File: src/rtl/demux16_pkg.sv
// Shared constants and state encoding for the 16-bit serial capture block.
// DEMUX16_MSB_FIRST_EN selects MSB-first pointer order (default LSB-first).
package demux16_pkg;

  localparam int WIDTH_DEF = 16;
  localparam int SEL_W_DEF = 4;

  typedef enum logic [1:0] {
    ST_IDLE = 2'd0,
    ST_FILL = 2'd1,
    ST_HOLD = 2'd2
  } state_t;

`ifdef DEMUX16_MSB_FIRST_EN
  localparam int PTR_FIRST = WIDTH_DEF - 1;
  localparam int PTR_LAST  = 0;
`else
  localparam int PTR_FIRST = 0;
  localparam int PTR_LAST  = WIDTH_DEF - 1;
`endif

endpackage

File: src/rtl/demux16_decode.sv
// One-hot pointer decoder producing per-bit write enables
// for the capture register bank.
module demux16_decode
  import demux16_pkg::*;
#(
  parameter int WIDTH = WIDTH_DEF,
  parameter int SEL_W = SEL_W_DEF
) (
  input  logic [SEL_W-1:0] ptr,
  input  logic             en,
  output logic [WIDTH-1:0] we
);

  always_comb begin
    we = '0;
    for (int i = 0; i < WIDTH; i++) begin
      we[i] = en && (ptr == SEL_W'(i));
    end
  end

endmodule

File: src/rtl/demux16_capture.sv
// Serial-to-parallel capture with valid/ready output and sticky overrun.
// Bit order set by DEMUX16_MSB_FIRST_EN (undefined: LSB-first).
module demux16_capture
  import demux16_pkg::*;
#(
  parameter int WIDTH = WIDTH_DEF,
  parameter int SEL_W = SEL_W_DEF
) (
  input  logic             clk,
  input  logic             rst,
  input  logic             in_valid,
  input  logic             in_bit,
  output logic             in_ready,
  output logic [WIDTH-1:0] out_word,
  output logic             out_valid,
  input  logic             out_ready,
  output logic             busy,
  output logic             overrun
);

  // Package gives the order for the default width; scale to WIDTH.
  localparam logic [SEL_W-1:0] P_FIRST =
    (PTR_FIRST == 0) ? '0 : SEL_W'(WIDTH - 1);
  localparam logic [SEL_W-1:0] P_LAST =
    (PTR_LAST == 0) ? '0 : SEL_W'(WIDTH - 1);
  localparam bit DOWN = (PTR_FIRST > PTR_LAST);

  state_t           state;
  state_t           state_nx;
  logic [SEL_W-1:0] ptr;
  logic [SEL_W-1:0] ptr_nx;
  logic [WIDTH-1:0] we;
  logic             accept;

  assign in_ready  = (state != ST_HOLD);
  assign out_valid = (state == ST_HOLD);
  assign busy      = (state == ST_FILL);
  assign accept    = in_valid & in_ready;
  assign ptr_nx    = DOWN ? ptr - SEL_W'(1) : ptr + SEL_W'(1);

  demux16_decode #(
    .WIDTH (WIDTH),
    .SEL_W (SEL_W)
  ) u_decode (
    .ptr (ptr),
    .en  (accept),
    .we  (we)
  );

  always_comb begin
    state_nx = state;
    unique case (state)
      ST_IDLE: if (accept) state_nx = ST_FILL;
      ST_FILL: if (accept && ptr == P_LAST) state_nx = ST_HOLD;
      ST_HOLD: if (out_ready) state_nx = ST_IDLE;
      default: state_nx = ST_IDLE;
    endcase
  end

  always_ff @(posedge clk) begin
    if (rst) begin
      state    <= ST_IDLE;
      ptr      <= P_FIRST;
      out_word <= '0;
      overrun  <= 1'b0;
    end else begin
      state <= state_nx;
      if (accept) ptr <= ptr_nx;
      for (int i = 0; i < WIDTH; i++) begin
        if (we[i]) out_word[i] <= in_bit;
      end
      if (in_valid && !in_ready) overrun <= 1'b1;
    end
  end

endmodule

File: config.mk
export PLATFORM = sky130hd
export DESIGN_NAME = demux16_capture
export DESIGN_NICKNAME = d
export VERILOG_FILES = /design/src/rtl/demux16_pkg.sv /design/src/rtl/demux16_decode.sv /design/src/rtl/demux16_capture.sv
export SDC_FILE = /design/constraint.sdc
export NUM_CORES = 1
export LEC_CHECK = 0
export ABC_CLOCK_PERIOD_IN_PS = 1290
export BUFFER_PORTS_ARGS = -buffer_cell sky130_fd_sc_hd__buf_4
export CAP_MARGIN = 10
export CORE_ASPECT_RATIO = 1.2
export CORE_UTILIZATION = 40
export CTS_CLUSTER_SIZE = 20
export DETAILED_ROUTE_END_ITERATION = 10
export GPL_TIMING_DRIVEN = 0
export PLACE_DENSITY_LB_ADDON = 0.2
export RECOVER_POWER = 50
export SETUP_SLACK_MARGIN = 0.4
export SLEW_MARGIN = 20
export SYNTH_ARGS = -nofsm -noshare
export SYNTH_HDL_FRONTEND = slang
export SYNTH_SLANG_ARGS = --single-unit
File: constraint.sdc
create_clock -name clk -period 1.29 [get_ports clk]
set_input_delay 0.1935 -clock clk [delete_from_list [all_inputs] [get_ports clk]]
set_output_delay 0.1935 -clock clk [all_outputs]
set_load 0.005 [all_outputs]
**Word level (Yosys, flattened, before mapping)**

Index checks and enable logic that the tools add are counted.
Widths: inputs -> output; s select.

- Input port bits: 5
- Output and inout port bits: 20
- Register bits: 23

- Equality and inequality tests: 21
- Reductions and logical operators: 21
- Bitwise operators: 1
- $add $sub $neg: 1
- Muxes and demuxes: 4

Operator list:

| cell | number |
|---|---|
| $eq 4x4->1 const B | 8 |
| $logic_and 1x1->1 | 17 |
| $eq 4x3->1 const B | 4 |
| $eq 4x2->1 const B | 2 |
| $mux 2 | 3 |
| $ne 2x1->1 const B | 3 |
| $pmux 2 s3 | 1 |
| $add 4x1->4 const B | 1 |
| $eq 4x1->1 const B | 1 |
| $logic_not 4->1 | 1 |
| $reduce_and 3->1 | 1 |
| $eq 2x1->1 const B | 1 |
| $eq 2x2->1 const B | 1 |
| $logic_not 2->1 | 1 |
| $ne 2x2->1 const B | 1 |
| $and 1x1->1 | 1 |
| $logic_not 1->1 | 1 |

**Logic depth before layout (Yosys ltp)**

- Depth after elaboration: 5
- Mapped depth: 5

**Modules after synthesis**

Synthesis repeated with hierarchy kept, for this count alone.

- Cells, all modules: 111
- Area total of the unflattened synthesis: 994.7 µm²

By module, submodules not included:

| module | cells each | instances | seq. area each (µm²) | area an instance (µm²) |
|---|---|---|---|---|
| demux16_capture | 88 | 1 | 460.4 | 877.1 |
| demux16_decode | 23 | 1 | 0.0 | 117.6 |

**Worst setup path before layout**

No wires, ideal clock.

- Path kind: register -> register
- Start: register ptr[0]
- End: register ptr[2]
- Stages on the path, launching flop included: 5
- Buffers on the path: 0
- Path slack: 122 ps
- Data required time: 1220 ps
- Arrival time: 1098 ps
- Cells stage by stage: dfxtp_1 ha_1 nand2_1 or3_1 a21oi_1

- Longest elaborated chain between the ends: 1

RTL lines:

| what | line | source |
|---|---|---|
| start, declared | demux16_capture.sv:30 | `logic [SEL_W-1:0] ptr;` |
| start signal, assigned | demux16_capture.sv:68 | `if (accept) ptr <= ptr_nx;` |
| $add 4x1->4 | demux16_capture.sv:39 | `assign ptr_nx = DOWN ? ptr - SEL_W'(1) : ptr + SEL_W'(1);` |

No other way between the ends.
A chain may end at the register's enable or synchronous reset.

**Final worst setup path**

- Start: register state[0]
- End: output in_ready

- Longest elaborated chain between the ends: 1

RTL lines:

| what | line | source |
|---|---|---|
| start, declared | demux16_capture.sv:28 | `state_t state;` |
| start signal, assigned | demux16_capture.sv:67 | `state <= state_nx;` |
| $ne 2x2->1 | demux16_capture.sv:35 | `assign in_ready = (state != ST_HOLD);` |
| end, declared | demux16_capture.sv:13 | `output logic in_ready,` |

No other way between the ends.

==> flow_summary.yaml <==
floorplan:
  rows: 20
  core-area_um2: 2580
  die_w_um: 50.1
  dieArea_um2: 3000
  fp.dieH_um: 59.8
  ios: 25
  start_util_pct: 43.2
global_routing:
  grt_pass1_vias: 993
  grt_pass1_wl_um: 4320
  antenna_found_initial: 0
  grtUsageTotal_pct: 19.4
  grt_start_max_net_pins: 14
  overflow: 0
place:
  place_hpwl_um: 1720
  port_buffers: 24
  placed_area_um2: 1400
  gp_congestion: 0.801
clock_tree:
  clockRootBuffer: "clkbuf_4"
  clock_path_buffers: 2
  cts_tree: "yes"
  clk_pin_slew_ns: 0.14
  clock_sinks: 23
  cts_buffers: 3
  htree_levels: 1
  clock_latency_ns: 0.32
  ctsHoldBuffers: 0
run_status:
  outcome: "complete, but fails checks"
  violations: "setup timing"
yosys:
  synth_edf_count: 0
  yosysTopAreaCellShare_pct: 41.4
  ys_seq_elements: 23
  netlist_instances: 117
  syn-num-nets: 126
  avgSynthCellArea_um2: 9.51
  yosys.area.top_type: "dfxtp_1"
  synth_area_um2: 1110
  yosysSeqAreaShare_pct: 41.4
  synth-main-ff-cell: "dfxtp_1"
  ys_types: 23
  ys_top_cells_by_area: "dfxtp_1 (41%), mux2i_1 (15%), nand2b_1 (10%)"
  yosys_warnings: 0
  synth-async-reset-ratio_pct: 0
drt:
  ant_nets: 0
  drt_drc_violations_left: 0
  drt_iter0_drc: 12
  wl_um: 2590
  routed_via_density: 5.29
  wl_per_cell_um: 13.4
  drt_first_pass_iters: 4
  vias: 1021
final_layout:
  syn2layout_area_growth_pct: 50.1
  final_cell_area_um2: 1670
  final_cell_mix: "buf_6 (25), nand2b_1 (18), nand4_1 (18), mux2i_1 (17), buf_4 (15)"
  antenna_cells: 0
  nets: 170
  final_common_cell: "buf_6"
  drive_gt1_share_pct: 48.1
  num-fill-cells: 241
sta:
  skew_ns: 0.00805
  finalHoldViolCount: 0
  relSlewSlack_pct: 69.6
  grt_setup_unrepaired: "true"
  layout_setup_ws_ns: -0.0338
  drv_slew: 0
  setup_viol: 5
  max_freq_mhz: 755
  post-route-period-util_pct: 103
  worst_pin_slew_ns: 0.457
  layout_min_cycle_time_ns: 1.32
worst_hold_path:
  hp-class: "in -> reg"
worst_setup_path:
  crit_arrival_ns: 1.13
  cp-start-kind: "register"
  worst-path-max-fanout: 2
  critPathCaptureType: "output pin"
  critical_path_class: "reg -> out"
  cp.required_ns: 1.10
power:
  p_per_area_nw_per_um2: 737
  p_leak_nw: 0.748
  power.total_mw: 1.23
  peakVddDrop_v: 0.000685
job:
  cap_violations: 0
==> synth_stat cells (all sizes together), types with 3 or more instances <==
master	n
a21oi	5
buf	5
clkbuf	3
dfxtp	23
ha	4
inv	4
mux2i	17
nand2b	19
nand3	3
nand4	18
nor2	3
nor2b	3
o21ai	3
==> kinds of logic (layout without fill, tap and decap cells) <==
family	Yosys count	after routing	synth area share (%)
compound gates	8	8	3.60
fa+ha+maj	4	4	4.50
buf+inv	12	55	6.07
flops	23	23	41.4
mux	18	18	16.3
simple gates	52	52	28.1
==> power by group <==
part           internal (mW)  leakage (nW)  total, mW  switching (mW)
registers              0.717         0.192      0.732          0.0143
logic                 0.0811         0.538      0.152          0.0706
clock network          0.116        0.0177      0.346           0.230
==> metrics by stage <==
step / instances / hold slack [ns] / setup slack, ns / util [%] / setup TNS (ns)
after floorplan: 117 / 0.371 / 0.252 / - / 0
final: 193 / 0.150 / -0.0338 / 64.8 / -0.0811
after global routing: 193 / 0.167 / -0.0818 / 64.8 / -0.705
after detailed placement: 174 / 0.459 / 0.156 / 54.3 / 0
after CTS: 187 / 0.127 / -0.0345 / 62.3 / -0.0488
after global placement: 174 / 0.451 / 0.175 / 54.3 / 0
==> final timing paths <==
check / startpoint / endpoint / slack, ns / cells after the start
worst max-delay path: state[0]$_SDFFE_PP0P_ / in_ready / -0.03 / 4
worst min-delay path: out_ready / state[1]$_SDFFE_PP0P_ / 0.15 / 3
worst max register to register: state[0]$_SDFFE_PP0P_ / out_word[11]$_SDFFE_PP0P_ / -0.02 / 7
worst min register to register: state[1]$_SDFFE_PP0P_ / state[0]$_SDFFE_PP0P_ / 0.48 / 1
==> worst max-delay path, cell delays in order (launching register included) <==
cell	delay, ns
dfxtp_2	0.35
nand2b_4	0.14
buf_6	0.12
buf_8	0.11
buf_6	0.10
==> layout make-up <==
type                       count  area, µm²  share of cell area [%]
clock inverter                 1       5.00                   0.300
buffer                         8       52.6                    3.15
sequential                    23        484                    29.0
multi-input combinational     82        661                    39.6
timing repair buffer          39        383                    22.9
clock buffer                   3       22.5                    1.35
inverter                       4       20.0                    1.20
tap                           33       41.3                    2.47
==> what timing repair did <==
action | CTS | global route
setup endpoints to repair | 42 | 43
resized for setup | 43 | 11
cloned | 1 | 0
pin swaps | 11 | 1
buffers inserted | 8 | 6
==> layer usage <==
layer	track usage, %	part of all wire, %
met1	22.5	43
met2	32.8	51
met3	3.82	3.5
met4	11.8	2.1
met5	0	0
==> sequential cells by signal, summed over array words and instances, names as in the netlist <==
register,flops
out_word,16
overrun,1
ptr,4
state,2
No activity file was read; power rests on OpenSTA's default activity.
